File: src/rtl/lfsr_pkg.sv
// lfsr_pkg: tap masks, degree helpers and receiver FSM states shared by the LFSR generator and receiver
package lfsr_pkg;

    typedef enum logic [1:0] {IDLE, LOAD, TRACK, LOCKED} state_t;

    // Fibonacci tap masks (bit k-1 set for each x^k term except x^0), indexed by order select
    localparam logic [11:0] TAPS [8] = '{
        12'h014, 12'h030, 12'h060, 12'h0B8,
        12'h110, 12'h240, 12'h500, 12'hE08
    };

    function automatic logic [3:0] degree(input logic [2:0] sel);
        return 4'(sel) + 4'd5;
    endfunction

    function automatic logic [11:0] deg_mask(input logic [2:0] sel);
        return 12'hFFF >> (4'd7 - 4'(sel));
    endfunction

endpackage

File: src/rtl/chip_sampler.sv
// chip_sampler: recovers chip timing from stream transitions and emits a sample strobe per chip
module chip_sampler (
    input  logic       clk,
    input  logic       srst,
    input  logic       en,
    input  logic [7:0] sel_div_i,
    input  logic       sig_i,
    output logic       stb,
    output logic       smp
);

    logic       sig_q, sig_d, tog;
    logic [7:0] p, n;

    assign n   = (sel_div_i < 8'd2) ? 8'd1 : sel_div_i;
    assign tog = sig_q ^ sig_d;
    assign smp = sig_q;
    assign stb = (n == 8'd1) || (!tog && p == (n >> 1));

    // input register, edge history and phase counter that restarts on every transition
    always_ff @(posedge clk) begin
        if (srst) begin
            sig_q <= 1'b0;
            sig_d <= 1'b0;
            p     <= 8'd0;
        end else if (en) begin
            sig_q <= sig_i;
            sig_d <= sig_q;
            p     <= (tog || p >= n - 8'd1) ? 8'd0 : p + 8'd1;
        end
    end

endmodule

File: src/rtl/mul_lfsr_rx.sv
// mul_lfsr_rx: self-synchronising LFSR receiver reporting lock, sequence start, period count and bit errors
module mul_lfsr_rx
    import lfsr_pkg::*;
#(
    parameter int LOCK_CNT = 16,
    parameter int LOSS_CNT = 4,
    parameter int ERR_W    = 16
) (
    input  logic             clk,
    input  logic             srst,
    input  logic             en,
    input  logic [7:0]       sel_div_i,
    input  logic [7:0]       order_i,
    input  logic [2:0]       rep_i,
    input  logic             sig_i,
    output logic             lock_o,
    output logic             flag_o,
    output logic             done_o,
    output logic [ERR_W-1:0] err_cnt_o
);

    localparam int MW = $clog2(LOCK_CNT + 1);
    localparam int LW = $clog2(LOSS_CNT + 1);

    state_t           state, state_n;
    logic [11:0]      r, r_n, r_ld, r_adv, dmask;
    logic [3:0]       lcnt, lcnt_n, pcnt, pcnt_n, deg, rep_n;
    logic [MW-1:0]    mcnt, mcnt_n;
    logic [LW-1:0]    miss, miss_n;
    logic [ERR_W-1:0] err, err_n;
    logic [2:0]       ord_q;
    logic             pend, pend_n, chg, stb, smp, pred, hit;
    logic             flag_q, flag_n, done_q, done_n;
    logic             unused_ord;

    chip_sampler u_smp (
        .clk       (clk),
        .srst      (srst),
        .en        (en),
        .sel_div_i (sel_div_i),
        .sig_i     (sig_i),
        .stb       (stb),
        .smp       (smp)
    );

    assign unused_ord = ^order_i[7:3];
    assign deg        = degree(order_i[2:0]);
    assign dmask      = deg_mask(order_i[2:0]);
    assign pred       = ^(r & TAPS[order_i[2:0]]);
    assign hit        = smp == pred;
    assign r_adv      = {r[10:0], pred} & dmask;
    assign r_ld       = {r[10:0], smp} & dmask;
    assign rep_n      = (rep_i == 3'd0) ? 4'd8 : {1'b0, rep_i};
    assign chg        = pend || (state != IDLE && ord_q != order_i[2:0]);
    assign lock_o     = state == LOCKED;
    assign flag_o     = flag_q & en;
    assign done_o     = done_q & en;
    assign err_cnt_o  = err;

    // next state: everything advances only on enabled strobes; an order change forces a reload
    always_comb begin
        state_n = state;
        r_n     = r;
        lcnt_n  = lcnt;
        mcnt_n  = mcnt;
        miss_n  = miss;
        pcnt_n  = pcnt;
        err_n   = err;
        pend_n  = en ? chg : pend;
        flag_n  = 1'b0;
        done_n  = 1'b0;
        if (en && stb) begin
            pend_n = 1'b0;
            if (chg) begin
                state_n = LOAD;
                r_n     = '0;
                lcnt_n  = '0;
                mcnt_n  = '0;
                miss_n  = '0;
                pcnt_n  = '0;
            end else begin
                case (state)
                    IDLE: begin
                        state_n = LOAD;
                        lcnt_n  = '0;
                    end
                    LOAD: begin
                        r_n    = r_ld;
                        lcnt_n = lcnt + 4'd1;
                        if (lcnt + 4'd1 == deg) begin
                            lcnt_n  = '0;
                            state_n = (r_ld != '0) ? TRACK : LOAD;
                            mcnt_n  = '0;
                        end
                    end
                    TRACK: begin
                        if (hit) begin
                            r_n    = r_adv;
                            mcnt_n = mcnt + 1'b1;
                            if (mcnt + 1'b1 == MW'(LOCK_CNT)) begin
                                state_n = LOCKED;
                                miss_n  = '0;
                                pcnt_n  = '0;
                            end
                        end else begin
                            state_n = LOAD;
                            lcnt_n  = '0;
                        end
                    end
                    default: begin
                        r_n    = r_adv;
                        miss_n = hit ? '0 : miss + 1'b1;
                        err_n  = (!hit && err != '1) ? err + 1'b1 : err;
                        if (!hit && miss + 1'b1 == LW'(LOSS_CNT)) begin
                            state_n = LOAD;
                            lcnt_n  = '0;
                        end
                        if (r_adv == dmask) begin
                            flag_n = 1'b1;
                            done_n = pcnt + 4'd1 == rep_n;
                            pcnt_n = (pcnt + 4'd1 == rep_n) ? 4'd0 : pcnt + 4'd1;
                        end
                    end
                endcase
            end
        end
    end

    // state register; synchronous reset overrides enable and every other event
    always_ff @(posedge clk) begin
        if (srst) begin
            state  <= IDLE;
            r      <= '0;
            lcnt   <= '0;
            mcnt   <= '0;
            miss   <= '0;
            pcnt   <= '0;
            err    <= '0;
            pend   <= 1'b0;
            ord_q  <= '0;
            flag_q <= 1'b0;
            done_q <= 1'b0;
        end else begin
            state  <= state_n;
            r      <= r_n;
            lcnt   <= lcnt_n;
            mcnt   <= mcnt_n;
            miss   <= miss_n;
            pcnt   <= pcnt_n;
            err    <= err_n;
            pend   <= pend_n;
            flag_q <= flag_n;
            done_q <= done_n;
            if (en) ord_q <= order_i[2:0];
        end
    end

endmodule

File: config.mk
export PLATFORM = sky130hd
export DESIGN_NAME = mul_lfsr_rx
export DESIGN_NICKNAME = d
export VERILOG_FILES = /design/src/rtl/lfsr_pkg.sv /design/src/rtl/chip_sampler.sv /design/src/rtl/mul_lfsr_rx.sv
export SDC_FILE = /design/constraint.sdc
export NUM_CORES = 1
export LEC_CHECK = 0
export ABC_AREA = 1
export CAP_MARGIN = 0
export CORE_MARGIN = 10
export CORE_UTILIZATION = 53
export DETAILED_ROUTE_END_ITERATION = 10
export GPL_ROUTABILITY_DRIVEN = 1
export PLACE_DENSITY = 0.75
export SLEW_MARGIN = 20
export SYNTH_ARGS = -nofsm -noshare
export SYNTH_HDL_FRONTEND = slang
export SYNTH_HIERARCHICAL = 1
export SYNTH_SLANG_ARGS = --single-unit
File: constraint.sdc
create_clock -name clk -period 5.2 [get_ports clk]
set_clock_uncertainty 0.1 [all_clocks]
set_input_delay 0.78 -clock clk [delete_from_list [all_inputs] [get_ports clk]]
set_output_delay 0.78 -clock clk [all_outputs]
set_load 0.005 [all_outputs]
---- After elaboration in Yosys (flattened, before gate mapping) ----
Memories as Yosys holds them, arrays and structs flattened.
Index checks and enable logic that the tools add are counted.
word-level totals
  ROM bits ................................ 96
  memories kept ........................... 1
  flip-flop bits (word level) ............. 62
  word-level logic and storage cells ...... 125
  input port bits ......................... 23
operators by class
  equal/unequal tests ..................... 20
  bitwise logic cells ..................... 11
  add/sub/neg operators ................... 9
  shifts and indexed selects .............. 1
  order comparisons ....................... 3
  reductions and logical operators ........ 30
  mux-type cells .......................... 36
memories
  memory            words  width  read ports  clocked after Yosys merged registers in  wr ports  line               RTL
  (name not given)  8      12     1           0                                        0         mul_lfsr_rx.sv:49  assign pred = ^(r & TAPS[order_i[2:0]]);
operators by type and width
  operator                                             number
  2-to-1 mux 12 bit                                    4
  2-to-1 mux 4 bit                                     10
  bitwise AND 12 bit                                   3
  case mux 12 bit (3 select lines)                     1
  adder 16 x 1 -> 16 bit, second input constant        1
  2-to-1 mux 8 bit                                     2
  inequality test 16 bit, second input constant        1
  AND reduction 4 bit                                  4
  2-to-1 mux 5 bit                                     3
  equality test 12 bit                                 1
  2-to-1 mux 2 bit                                     6
  2-to-1 mux 3 bit                                     4
  inequality test 3 bit, second input constant         4
  case mux 4 bit (3 select lines)                      1
  nonzero test 12 bit                                  1
  XOR reduction 12 bit                                 1
  right shift 12 x 4 -> 12 bit, first input constant   1
  case mux 5 bit (2 select lines)                      1
  adder 4 x 1 -> 4 bit, second input constant          2
  adder 8 x 1 -> 8 bit, second input constant          1
  equality test 4 bit                                  2
  equality test 8 x 1 -> 1 bit, second input constant  1
  equality test 8 x 7 -> 1 bit                         1
  greater-or-equal comparator 8 bit                    1
  other kinds (38)                                     53

---- Depth between registers and ports, before layout ----
Gate-level depths: netlist of run 1.
  depth after elaboration ................. 12
  mapped depth ............................ 22
  depth with buffers taken out ............ 21

---- Hierarchy ----
Netlist of run 1, hierarchy kept.
by module, submodules not included
  module        instances  cells an instance  sequential area each (um^2)  area an instance (um^2)
  mul_lfsr_rx   1          524                1041.0                       3542.1
  chip_sampler  1          132                200.2                        874.6

---- Worst setup path after synthesis of run 1 ----
OpenSTA, ideal clock, no wires.
  kind .................................... input port to flip-flop
  from .................................... in order_i[0]
  to ...................................... reg r[10]
  cell stages on the path ................. 18
  arrival time ............................ 2.627 ns
  data required time ...................... 4.972 ns
  slack ................................... 2.345 ns
  path through ............................ ha_1 > ha_1 > o21ai_0 > xor2_1 > inv_1 > nand2_2 > nand2_2 > nand2_4 > nand2_4 > nand2_4 > nand3_2 > nand2_2 > inv_4 > nand2_4 > buf_6 > nand2_1 > o21ai_1 > nor2_1
between the ends
  cells in the longest elaborated chain, start to end .. 9
  elaborated cells between the ends (all ways) .. 20
  classes of those cells .................. 1 x add/sub; 4 x eq/ne; 1 x shift; 5 x mux; 4 x bitwise; 4 x reduce/logical; 1 x memory
ends and longest elaborated chain
  element                                                line                RTL
  from (decl)                                            mul_lfsr_rx.sv:13   input logic [7:0] order_i,
  inverter 3 -> 4 bit (implied by the code)              mul_lfsr_rx.sv:49
  memory read (8 x 12 bit)                               -
  2-to-1 mux 12 bit (implied by the code) (2 in series)  mul_lfsr_rx.sv:49
  bitwise AND 12 bit                                     mul_lfsr_rx.sv:49
  XOR reduction 12 bit                                   mul_lfsr_rx.sv:49
  equality test 1 bit                                    mul_lfsr_rx.sv:50   assign hit = smp == pred;
  inequality test 3 bit (no line)                        -
  AND reduction 3 bit (no line)                          -
  to (signal assigned)                                   mul_lfsr_rx.sv:145  r <= r_n;
  to (decl)                                              mul_lfsr_rx.sv:26   logic [11:0] r, r_n, r_ld, r_adv, dmask;
Several ways; a longest one is shown, not always the timed one. The select of a mux whose other input is x is not followed.
A chain may end at the register's enable or synchronous reset.

---- Final worst setup path of run 1 ----
  from .................................... in order_i[2]
  to ...................................... reg err[12] (netlist: err_cnt_o[12])
between the ends
  cells in the longest elaborated chain, start to end .. 10
  elaborated cells between the ends (all ways) .. 14
  classes of those cells .................. 2 x eq/ne; 2 x mux; 3 x bitwise; 6 x reduce/logical; 1 x memory
ends and longest elaborated chain
  element                                                line                RTL
  inverter 3 -> 4 bit (implied by the code)              mul_lfsr_rx.sv:49
  memory read (8 x 12 bit)                               -
  2-to-1 mux 12 bit (implied by the code) (2 in series)  mul_lfsr_rx.sv:49
  bitwise AND 12 bit                                     mul_lfsr_rx.sv:49
  XOR reduction 12 bit                                   mul_lfsr_rx.sv:49
  equality test 1 bit                                    mul_lfsr_rx.sv:50
  logical NOT 1 bit                                      mul_lfsr_rx.sv:113  err_n = (!hit && err != '1) ? err + 1'b1 : err;
  logical AND 1 bit                                      mul_lfsr_rx.sv:113
  AND reduction 4 bit (no line) *                        -
  to (signal assigned)                                   mul_lfsr_rx.sv:150  err <= err_n;
  to (decl)                                              mul_lfsr_rx.sv:30   logic [ERR_W-1:0] err, err_n;
Every way passes the cells marked *; elsewhere a longest branch is shown, timed or not. The select of a mux whose other input is x is not followed.

==> summary.txt, run 1 <==
Worst hold path
  – Worst min-delay path startpoint: err_cnt_o[4]$_SDFFE_PP0P_
  – Hold WC Path Type: flip-flop to flip-flop

GRT
  – Combined global-route utilization of all metal layers: 0.166
  – Maximum number of pins on one net before global-route repair: 31
  – Global-route wire length before repair: 18.0 mm
  – Global route overflow: 0
  – Initial antenna violation count: 0
  – Number of global-route vias before repair: 4035

Placement
  – Routability congestion estimate from global placement: 0.901
  – Worst slack, placed: 1.12 ns
  – Area of placed instances: 0.00484 mm²
  – Port-buffer cells: 36
  – Placed cells: 786
  – Hpwl dp: 7.71 mm

Detailed routing
  – TritonRoute pass-1 iters: 4
  – Met3 routed WL: 377 µm
  – Average wire per cell in the routed design: 12.7 µm
  – Wl on met1: 4.64 mm
  – Top routing layer used: met4
  – DRT antenna net count: 0
  – Vias: 4202
  – Total met2 wirelength after detailed routing: 4.91 mm
  – Final WL: 10.2 mm
  – Initial detailed-routing violation count: 135
  – Average vias per placed instance: 5.24
  – Drt drc: 0

STA
  – Least setup slack across all paths after layout: 1.46 ns
  – Worst hold slack: 0.374 ns
  – Final number of hold-violating endpoints: 0
  – Fin. max-slew vios: 0
  – Tightest slew margin relative to the limit: 0.438
  – Final critical path time including I/O delays and setup: 3.74 ns
  – Setup Total Neg Slack: 0 ns
  – F_max: 268 MHz
  – Final count of negative-setup-slack endpoints: 0
  – Unrepaired setup endpoints after global routing: no
  – Actual transition at the worst max-transition pin: 0.822 ns
  – Fraction of the cycle the final worst path needs: 0.719

Final layout
  – Final core area utilization: 0.618
  – Post-Layout Cell Count: 802
  – Fraction of final layout cells with drive strength greater than 1: 0.0933
  – Commonest non-fill, non-tap cell in the layout: nand2_1
  – Final net count: 744
  – Synthesis-to-finish area growth: 14.5%
  – Final Instance Area: 0.00506 mm²
  – Most used cells in the layout excluding fill and tap cells: 139 x nand2_1, 92 x nor2_1, 83 x inv_1
  – Inserted Diodes: 0

Clock tree
  – Number of buffers inserted during clock tree synthesis: 9
  – TritonCTS clock tree: built
  – Total setup buffers inserted after CTS: 0
  – # resized after CTS: 0
  – CTS Root Buffer Type: clkbuf_8
  – Total number of H-tree levels: 3
  – Sink Count: 62
  – Hold-fix buffer count after cts: 0
  – Worst skew pair latency: 0.35 ns
  – Clock tree buffer depth: 2
  – Clock-pin slew on the worst setup and hold paths: 0.07 ns

Worst setup path
  – Arrival time reported for the critical path endpoint: 3.88 ns
  – Worst setup EP type: flip-flop
  – Crit path from: order_i[2]
  – Largest fanout on the critical path: 14
  – Worst R2R Start: u_smp/smp$_SDFFE_PP0P_
  – Required time worst endpoint: 5.34 ns
  – Nature of the critical path startpoint: primary input
  – WS Path Type: primary input to flip-flop

Outcome
  – Status: complete, no violations

Power and ir drop
  – Pwr Total: 1.05 mW
  – Maximum vdd ir drop: 0.183 mV
  – Flop pwr share: 0.459
  – Leakage: 2.25 nW
  – Part of the power in combinational logic: 0.094
  – Clock share of power: 0.447
  – Switching share of total power: 0.242
  – Power per cell area: 209 mW/mm²
  – Reported net switching power: 0.255 mW
  – Internal cell power: 0.799 mW

Logic synthesis
  – Post-synthesis sequential element count: 62
  – Post-Synthesis Net Count: 708
  – Sequential share of the synthesized area: 0.281
  – Cell Area, Synth: 0.00442 mm²
  – Post-synthesis cell count: 656
  – Count of unique library cells instantiated by Yosys: 36
  – Number of synthesized flops with an enable pin: 0
  – Prevailing post-synth register cell: dfxtp_1
  – Mean instance size in the synthesized netlist: 6.73 µm²
  – Count of yosys warnings during synthesis: 6
  – Ys async rst share: 0

Floorplan
  – Die span in x: 111 µm
  – Standard-cell rows: 33
  – Core Box Area: 0.00818 mm²
  – Area of the die: 0.0124 mm²
  – IO Pins: 42
  – Initial Utilization: 0.540
  – Vertical die dimension: 111 µm

Flow run
  – Number of maximum-capacitance violations: 0
## power by group through the flow
stage               sequential, mW  clock [mW]  combinational [mW]
finish                       0.484       0.471              0.0991
global placement             0.494           0              0.0956
CTS                          0.484       0.480              0.0990
floorplan                    0.493           0              0.0649
detailed placement           0.495           0              0.0982
global route                 0.484       0.501               0.113
## flip-flops by register name, summed over array words and instances, names as in the netlist, 2 cells and up
signal	count
err_cnt_o	16
lcnt	4
mcnt	5
miss	3
ord_q	3
pcnt	4
r	12
state	2
u_smp/p	8
## Yosys cell counts (5+ instances only)
cell,n,area share
a21oi_2,5,0.0099
ha_1,29,0.082
nand3_2,5,0.011
nand2_1,139,0.12
xnor2_1,13,0.026
nand2_2,13,0.018
inv_1,83,0.071
nand3_1,38,0.043
xor2_1,19,0.038
nand4_1,18,0.025
nand2_4,5,0.013
nor3_1,16,0.018
inv_2,5,0.0042
a21oi_1,30,0.034
nor2_1,92,0.078
o21ai_0,28,0.032
o21ai_1,12,0.014
clkbuf_1,8,0.0068
dfxtp_1,62,0.28
## layout make-up
type | count | area (µm²)
sequential | 62 | 1240
clock inverter | 4 | 70.1
multi-input combinational | 491 | 2760
clock buffer | 12 | 145
inverter | 91 | 344
tap | 105 | 131
timing repair buffer | 37 | 368
fill | 747 | 3120
## critical path: stages
cell and delay (ns):
clkdlybuf4s50_1 0.82, inv_2 0.21, ha_1 0.27, o21ai_0 0.21
xor2_1 0.31, inv_1 0.09, nand2_2 0.11, nand2_2 0.07
nand2_4 0.09, nand2_4 0.08, nand2_4 0.11, nand3_4 0.22
nor2_8 0.20, nand2_1 0.09, o21ai_0 0.15, nor2_1 0.05
## layer usage
metal,vias up,GRT usage
met4,0,0.0626
li1,2183,-
met3,20,0.0363
met1,1924,0.197
met5,-,0
met2,75,0.286
## final timing paths
path	to	slack (ns)	cells after the start
min	err_cnt_o[4]$_SDFFE_PP0P_	0.37	2
min reg2reg	err_cnt_o[4]$_SDFFE_PP0P_	0.37	2
max reg2reg	err_cnt_o[12]$_SDFFE_PP0P_	2.61	10
max	err_cnt_o[12]$_SDFFE_PP0P_	1.46	16
## cell families after synthesis
group                    after synthesis  share of synthesized area
AO/OA/AOI/OAI                         84                      0.103
XOR/XNOR                              32                     0.0635
adder cells (fa/ha/maj)               29                     0.0822
buffers and inverters                103                     0.0949
flip-flops                            62                      0.281
AND/OR/NAND/NOR                      346                      0.375
Note: power is estimated with default switching activity, not from simulation.
==> run 2: changes to the inputs <==
==> constraint.sdc (replaced) <==
create_clock -name clk -period 3.75 [get_ports clk]
set_clock_uncertainty 0.1 [all_clocks]
set_input_delay 0.5625 -clock clk [delete_from_list [all_inputs] [get_ports clk]]
set_output_delay 0.5625 -clock clk [all_outputs]
set_load 0.005 [all_outputs]
==> run 2 against run 1 <==
  * Wire length is essentially flat
  * Combinational power increased by 43%
  * Power grew 34%
  * Critical path depth unchanged
  * Worst setup slack lost 0.92 ns
  * Sequential power rose by 39%
  * First-iteration DRC count rose by 8.9%
  * Via count decreased by 0.19%
  * Global-route usage shrank 0.34 points
  * Flip-flop and latch count stayed put
  * Design area increased by 0.87%
  * Clock power up 26%
==> summary.txt, run 2 (synthesized netlist as in run 1, its figures left out) <==
Floorplan
  – Vertical die dimension: 111 µm (unchanged)
  – IO Pins: 42 (unchanged)
  – Standard-cell rows: 33 (unchanged)
  – Die span in x: 111 µm (unchanged)
  – Initial Utilization: 0.540 (unchanged)
  – Core Box Area: 0.00818 mm² (unchanged)
  – Area of the die: 0.0124 mm² (unchanged)

STA
  – Tightest slew margin relative to the limit: 0.534 (was 0.438)
  – Unrepaired setup endpoints after global routing: no (unchanged)
  – F_max: 312 MHz
  – Actual transition at the worst max-transition pin: 0.698 ns (was 0.822 ns)
  – Setup Total Neg Slack: 0 ns (unchanged)
  – Final count of negative-setup-slack endpoints: 0 (unchanged)
  – Final number of hold-violating endpoints: 0 (unchanged)
  – Final critical path time including I/O delays and setup: 3.21 ns
  – Fraction of the cycle the final worst path needs: 0.856
  – Fin. max-slew vios: 0 (unchanged)

Worst setup path
  – Nature of the critical path startpoint: primary input (unchanged)
  – Worst path most repeated cell: nand2_4 (unchanged)
  – Worst path cell trace: clkdlybuf4s50_1 > ha_1 > ha_1 > o21ai_0 > xor2_1 > inv_1 > nand2_2 > nand2_2 > nand2_4 > nand2_4 > nand2_4 > nand3_4 > nor2_8 > nand2_1 > o21ai_0 > nor2_1 (was clkdlybuf4s50_1 > inv_2 > ha_1 > o21ai_0 > xor2_1 > inv_1 > nand2_2 > nand2_2 > nand2_4 > nand2_4 > nand2_4 > nand3_4 > nor2_8 > nand2_1 > o21ai_0 > nor2_1)
  – Largest fanout on the critical path: 13 (was 14)
  – Path depth of the worst reg2reg path: 10 (unchanged)
  – Number of buffers and inverters on the critical path: 2 (was 3)
  – Arrival time reported for the critical path endpoint: 3.35 ns (was 3.88 ns)
  – Cell family with most CP delay: simple AND/OR/NAND/NOR gates (was buffers and inverters)
  – WS Path Type: primary input to flip-flop (unchanged)
  – Worst setup EP type: flip-flop (unchanged)
  – Reg-to-reg endpoint: err_cnt_o[10]$_SDFFE_PP0P_ (was err_cnt_o[12]$_SDFFE_PP0P_)
  – Critical Path Max Stage Delay: 0.51 ns (was 0.82 ns)
  – Reg-to-reg slack, setup: 1.21 ns (was 2.61 ns)
  – CP max stage cell: clkdlybuf4s50_1 (unchanged)
  – Worst R2R Start: u_smp/smp$_SDFFE_PP0P_ (unchanged)
  – Required time worst endpoint: 3.89 ns (was 5.34 ns)

Power and ir drop
  – Maximum vdd ir drop: 0.202 mV (was 0.183 mV)
  – Part of the power in combinational logic: 0.101 (was 0.094)
  – Switching share of total power: 0.259 (was 0.242)
  – Flop pwr share: 0.476 (was 0.459)
  – Internal cell power: 1.04 mW (was 0.799 mW)
  – Clock share of power: 0.423 (was 0.447)
  – Leakage: 2.28 nW (was 2.25 nW)
  – Pwr Total: 1.41 mW (was 1.05 mW)
  – Power per cell area: 276 mW/mm² (was 209 mW/mm²)
  – Reported net switching power: 0.364 mW (was 0.255 mW)

Detailed routing
  – TritonRoute pass-1 iters: 4 (unchanged)
  – Vias: 4194 (was 4202)
  – Average wire per cell in the routed design: 12.5 µm (was 12.7 µm)
  – Average vias per placed instance: 5.18 (was 5.24)
  – Final WL: 10.1 mm (was 10.2 mm)
  – Drt drc: 0 (unchanged)
  – DRT antenna net count: 0 (unchanged)
  – Initial detailed-routing violation count: 147 (was 135)

GRT
  – Initial antenna violation count: 0 (unchanged)
  – Global route overflow: 0 (unchanged)
  – Number of global-route vias before repair: 3987 (was 4035)
  – Maximum number of pins on one net before global-route repair: 30 (was 31)
  – Global-route wire length before repair: 17.7 mm (was 18.0 mm)
  – Combined global-route utilization of all metal layers: 0.163 (was 0.166)

Clock tree
  – Total setup buffers inserted after CTS: 0 (unchanged)
  – Hold-fix buffer count after cts: 0 (unchanged)
  – Total number of H-tree levels: 3 (unchanged)
  – Worst skew pair latency: 0.34 ns (was 0.35 ns)
  – Number of buffers inserted during clock tree synthesis: 9 (unchanged)
  – Sink Count: 62 (unchanged)
  – CTS Root Buffer Type: clkbuf_8 (unchanged)
  – # resized after CTS: 0 (unchanged)
  – Clock-pin slew on the worst setup and hold paths: 0.07 ns (about the same)
  – TritonCTS clock tree: built (unchanged)
  – Clock tree buffer depth: 2 (unchanged)

Final layout
  – Final core area utilization: 0.624 (was 0.618)
  – Most used cells in the layout excluding fill and tap cells: 139 x nand2_1, 92 x nor2_1, 83 x inv_1 (unchanged)
  – Fraction of final layout cells with drive strength greater than 1: 0.106 (was 0.0933)
  – Final net count: 752 (was 744)
  – Inserted Diodes: 0 (unchanged)
  – Synthesis-to-finish area growth: 15.5% (was 14.5%)
  – Commonest non-fill, non-tap cell in the layout: nand2_1 (unchanged)
  – Flip-flop count of the largest register after layout: 16 (unchanged)

Placement
  – Routability congestion estimate from global placement: 0.874 (was 0.901)
  – Port-buffer cells: 36 (unchanged)
  – Hpwl dp: 7.93 mm (was 7.71 mm)

Worst hold path
  – Worst Hold Path Cells: 2 (unchanged)
  – Hold WC Path Type: flip-flop to flip-flop (unchanged)
  – Worst min-delay path startpoint: err_cnt_o[4]$_SDFFE_PP0P_ (unchanged)
  – Sink of the worst hold path: err_cnt_o[4]$_SDFFE_PP0P_ (unchanged)

Outcome
  – Status: complete, no violations (unchanged)

Flow run
  – Number of maximum-capacitance violations: 0 (unchanged)
-- run 2: how the worst max path moves through the flow --
stage | startpoint | end | depth (start not counted)
after floorplan | order_i[0] | r[10]$_SDFFE_PP0P_ | 18
after global placement | order_i[1] | err_cnt_o[12]$_SDFFE_PP0P_ | 16
after detailed placement | order_i[1] | err_cnt_o[12]$_SDFFE_PP0P_ | 16
after CTS | order_i[1] | err_cnt_o[10]$_SDFFE_PP0P_ | 16
after global routing | order_i[1] | err_cnt_o[12]$_SDFFE_PP0P_ | 16
final | order_i[1] | err_cnt_o[10]$_SDFFE_PP0P_ | 16
-- run 2: area by class of cell --
type	count	area [µm²]
repair buffers	45	428
clock inverters	6	61.3
clock buffers	10	138
fillers	784	3080
well taps	105	131
inverters	91	344
multi-input cells	491	2760
flip-flops and latches	62	1240
-- run 2: through the flow --
step	setup WS, ns	std cells	hold WS (ns)	instance area (µm²)
after detailed placement	0.203	794	0.356	4900
final	0.540	810	0.368	5100
after global routing	0.255	810	0.396	5100
after CTS	0.554	810	0.370	5100
after floorplan	1.11	656	0.348	4420
after global placement	0.251	794	0.345	4900
-- run 2: worst min-delay path: cells and delay by family (launching register included) --
| kind | cells | cell delay [ns] |
|---|---|---|
| AOI/OAI and AO/OA | 1 | 0.05 |
| buffers and inverters | 1 | 0.05 |
| DFF | 1 | 0.33 |
-- run 2: per-layer routing --
| layer | up-vias | wire length, µm | GRT usage |
|---|---|---|---|
| li1 | 2200 | - | - |
| met2 | 64 | 5000 | 0.284 |
| met5 | - | 0 | 0 |
| met1 | 1916 | 4640 | 0.196 |
| met3 | 14 | 330 | 0.0265 |
| met4 | 0 | 169 | 0.0548 |
-- run 2: power groups by stage --
stage,clock network (mW),registers (mW),logic (mW)
global placement,0,0.686,0.138
floorplan,0,0.684,0.0899
CTS,0.601,0.671,0.144
detailed placement,0,0.686,0.143
finish,0.595,0.671,0.142
global route,0.637,0.672,0.162
==> run 3: changes to the inputs <==
--- a/config.mk
+++ b/config.mk
@@ -11,6 +11,7 @@
 export CORE_UTILIZATION = 53
 export DETAILED_ROUTE_END_ITERATION = 10
 export GPL_ROUTABILITY_DRIVEN = 1
+export HOLD_SLACK_MARGIN = 0.12
 export PLACE_DENSITY = 0.75
 export SLEW_MARGIN = 20
 export SYNTH_ARGS = -nofsm -noshare
==> constraint.sdc (replaced) <==
create_clock -name clk -period 3.3 [get_ports clk]
set_clock_uncertainty 0.1 [all_clocks]
set_input_delay 0.495 -clock clk [delete_from_list [all_inputs] [get_ports clk]]
set_output_delay 0.495 -clock clk [all_outputs]
set_load 0.005 [all_outputs]
==> run 3 against run 2 <==
  * Via count increased by 0.31%
  * Global-route usage about the same
  * Wire length is 0.60% higher
  * Design area is 2.1% higher
  * Flip-flop and latch count is the same
  * Highest routed layer unchanged
==> summary.txt, run 3 (synthesized netlist as in run 1, its figures left out) <==
Outcome
  – Status: complete, no violations (unchanged)

STA
  – Tightest slew margin relative to the limit: 0.526 (was 0.534)
  – Final critical path time including I/O delays and setup: 2.96 ns
  – Final count of negative-setup-slack endpoints: 0 (unchanged)
  – Fraction of the cycle the final worst path needs: 0.896
  – Unrepaired setup endpoints after global routing: no (unchanged)
  – Final number of hold-violating endpoints: 0 (unchanged)
  – F_max: 338 MHz
  – Least setup slack across all paths after layout: 0.342 ns (was 0.540 ns)
  – Fin. max-slew vios: 0 (unchanged)
  – Actual transition at the worst max-transition pin: 0.711 ns (was 0.698 ns)

Placement
  – Worst slack, placed: -0.0109 ns (was 0.203 ns)
  – Placed cells: 806 (was 794)
  – Routability congestion estimate from global placement: 0.880 (was 0.874)
  – Hpwl dp: 7.97 mm (was 7.93 mm)
  – Port-buffer cells: 36 (unchanged)

Power and ir drop
  – Pwr Total: 1.66 mW (was 1.41 mW)
  – Leakage: 2.34 nW (was 2.28 nW)
  – Part of the power in combinational logic: 0.103 (was 0.101)
  – Maximum vdd ir drop: 0.295 mV (was 0.202 mV)
  – Clock share of power: 0.438 (was 0.423)
  – Switching share of total power: 0.246 (was 0.259)
  – Flop pwr share: 0.460 (was 0.476)
  – Power per cell area: 319 mW/mm² (was 276 mW/mm²)
  – Internal cell power: 1.25 mW (was 1.04 mW)
  – Reported net switching power: 0.408 mW (was 0.364 mW)

Floorplan
  – Die span in x: 111 µm (unchanged)
  – Initial Utilization: 0.540 (unchanged)
  – Vertical die dimension: 111 µm (unchanged)
  – Standard-cell rows: 33 (unchanged)
  – Core Box Area: 0.00818 mm² (unchanged)
  – IO Pins: 42 (unchanged)
  – Area of the die: 0.0124 mm² (unchanged)

Final layout
  – Synthesis-to-finish area growth: 17.8% (was 15.5%)
  – Final core area utilization: 0.637 (was 0.624)
  – Inserted Diodes: 0 (unchanged)
  – Post-Layout Cell Count: 822 (was 810)
  – Most used cells in the layout excluding fill and tap cells: 139 x nand2_1, 92 x nor2_1, 83 x inv_1 (unchanged)
  – Final net count: 764 (was 752)
  – Flip-flop count of the largest register after layout: 16 (unchanged)
  – Commonest non-fill, non-tap cell in the layout: nand2_1 (unchanged)
  – Fraction of final layout cells with drive strength greater than 1: 0.120 (was 0.106)

Worst setup path
  – Nature of the critical path startpoint: primary input (unchanged)
  – Crit path from: order_i[0] (was order_i[1])
  – Worst setup EP type: flip-flop (unchanged)
  – Reg-to-reg slack, setup: 0.81 ns (was 1.21 ns)
  – WS Path Type: primary input to flip-flop (unchanged)
  – Arrival time reported for the critical path endpoint: 3.08 ns (was 3.35 ns)
  – Worst R2R Start: u_smp/smp$_SDFFE_PP0P_ (unchanged)
  – Path depth of the worst reg2reg path: 10 (unchanged)
  – Required time worst endpoint: 3.42 ns (was 3.89 ns)
  – End point of the critical path: r[3]$_SDFFE_PP0P_ (was err_cnt_o[10]$_SDFFE_PP0P_)
  – Reg-to-reg endpoint: err_cnt_o[12]$_SDFFE_PP0P_ (was err_cnt_o[10]$_SDFFE_PP0P_)
  – Largest fanout on the critical path: 21 (was 13)

Detailed routing
  – Initial detailed-routing violation count: 248 (was 147)
  – Vias: 4207 (was 4194)
  – Drt drc: 0 (unchanged)
  – Average wire per cell in the routed design: 12.4 µm (was 12.5 µm)
  – DRT antenna net count: 0 (unchanged)
  – TritonRoute pass-1 iters: 5 (was 4)
  – Average vias per placed instance: 5.12 (was 5.18)
  – Final WL: 10.2 mm (was 10.1 mm)

Clock tree
  – Sink Count: 62 (unchanged)
  – # resized after CTS: 0 (unchanged)
  – Number of buffers inserted during clock tree synthesis: 9 (unchanged)
  – CTS Root Buffer Type: clkbuf_8 (unchanged)
  – Total number of H-tree levels: 3 (unchanged)
  – Worst skew pair latency: 0.34 ns (about the same)
  – Clock tree buffer depth: 2 (unchanged)
  – Hold-fix buffer count after cts: 0 (unchanged)
  – Clock-pin slew on the worst setup and hold paths: 0.07 ns (about the same)
  – Total setup buffers inserted after CTS: 0 (unchanged)
  – TritonCTS clock tree: built (unchanged)

GRT
  – Global-route wire length before repair: 17.5 mm (was 17.7 mm)
  – Combined global-route utilization of all metal layers: 0.163 (about the same)
  – Global route overflow: 0 (unchanged)
  – Number of global-route vias before repair: 3931 (was 3987)
  – Maximum number of pins on one net before global-route repair: 30 (unchanged)
  – Initial antenna violation count: 0 (unchanged)

Worst hold path
  – Worst min-delay path startpoint: err_cnt_o[4]$_SDFFE_PP0P_ (unchanged)
  – Hold WC Path Type: flip-flop to flip-flop (unchanged)
  – Worst Hold Path Cells: 2 (unchanged)

Flow run
  – Number of maximum-capacitance violations: 0 (unchanged)
## run 3: cell types whose count changed in the layout (fill, tap and decap cells not counted)
cell,change
buf_4,+12
clkbuf_8,-1
clkinv_2,-1
bufinv_16,+1
clkbuf_1,+1
## run 3: critical path, cell delays in order
cell and delay [ns]:
clkdlybuf4s50_1 0.53, buf_4 0.14, inv_2 0.05, ha_1 0.24, inv_1 0.11, nand3_1 0.17, inv_1 0.10, nand2_1 0.05
nand2_1 0.07, nand2_1 0.06, nand2_2 0.09, inv_2 0.05, nand2_4 0.09, nand2_4 0.08, nand2_4 0.11, nand3_2 0.11
nand2_2 0.09, inv_4 0.05, nand2_4 0.17, nand2_1 0.09, o21ai_1 0.08, nor2_1 0.05
## run 3: stage by stage
step                instance area [µm²]  hold WS (ns)  setup TNS, ns
floorplan                          4420         0.348              0
global placement                   4990         0.347              0
detailed placement                 4990         0.357        -0.0410
CTS                                5200         0.370              0
global route                       5200         0.400              0
finish                             5200         0.366              0
## run 3: worst min-delay path by stage
stage                                            to  slack, ns
final                     err_cnt_o[4]$_SDFFE_PP0P_       0.37
after global routing      err_cnt_o[4]$_SDFFE_PP0P_       0.40
after CTS                 err_cnt_o[4]$_SDFFE_PP0P_       0.37
after detailed placement  err_cnt_o[4]$_SDFFE_PP0P_       0.36
after global placement    err_cnt_o[4]$_SDFFE_PP0P_       0.35
after floorplan                  r[11]$_SDFFE_PP0P_       0.35
## run 3: layout make-up
type,count,area (µm²)
clock buffers,10,128
clock inverters,6,86.3
fillers,750,2970
inverters,91,344
multi-input cells,491,2760
flip-flops and latches,62,1240
well taps,105,131
repair buffers,57,518
## run 3: routing by layer
metal / share of wire / track usage
met3: 0.036 / 0.0368
met1: 0.46 / 0.191
met4: 0.016 / 0.0523
met2: 0.49 / 0.284
met5: 0 / 0
## run 3: power groups by stage
stage	clock (mW)	combinational (mW)	sequential, mW
2_1_floorplan	0	0.102	0.777
3_3_place_gp	0	0.166	0.779
3_5_place_dp	0	0.170	0.780
4_1_cts	0.740	0.171	0.762
5_1_grt	0.770	0.192	0.763
6_report	0.726	0.170	0.763
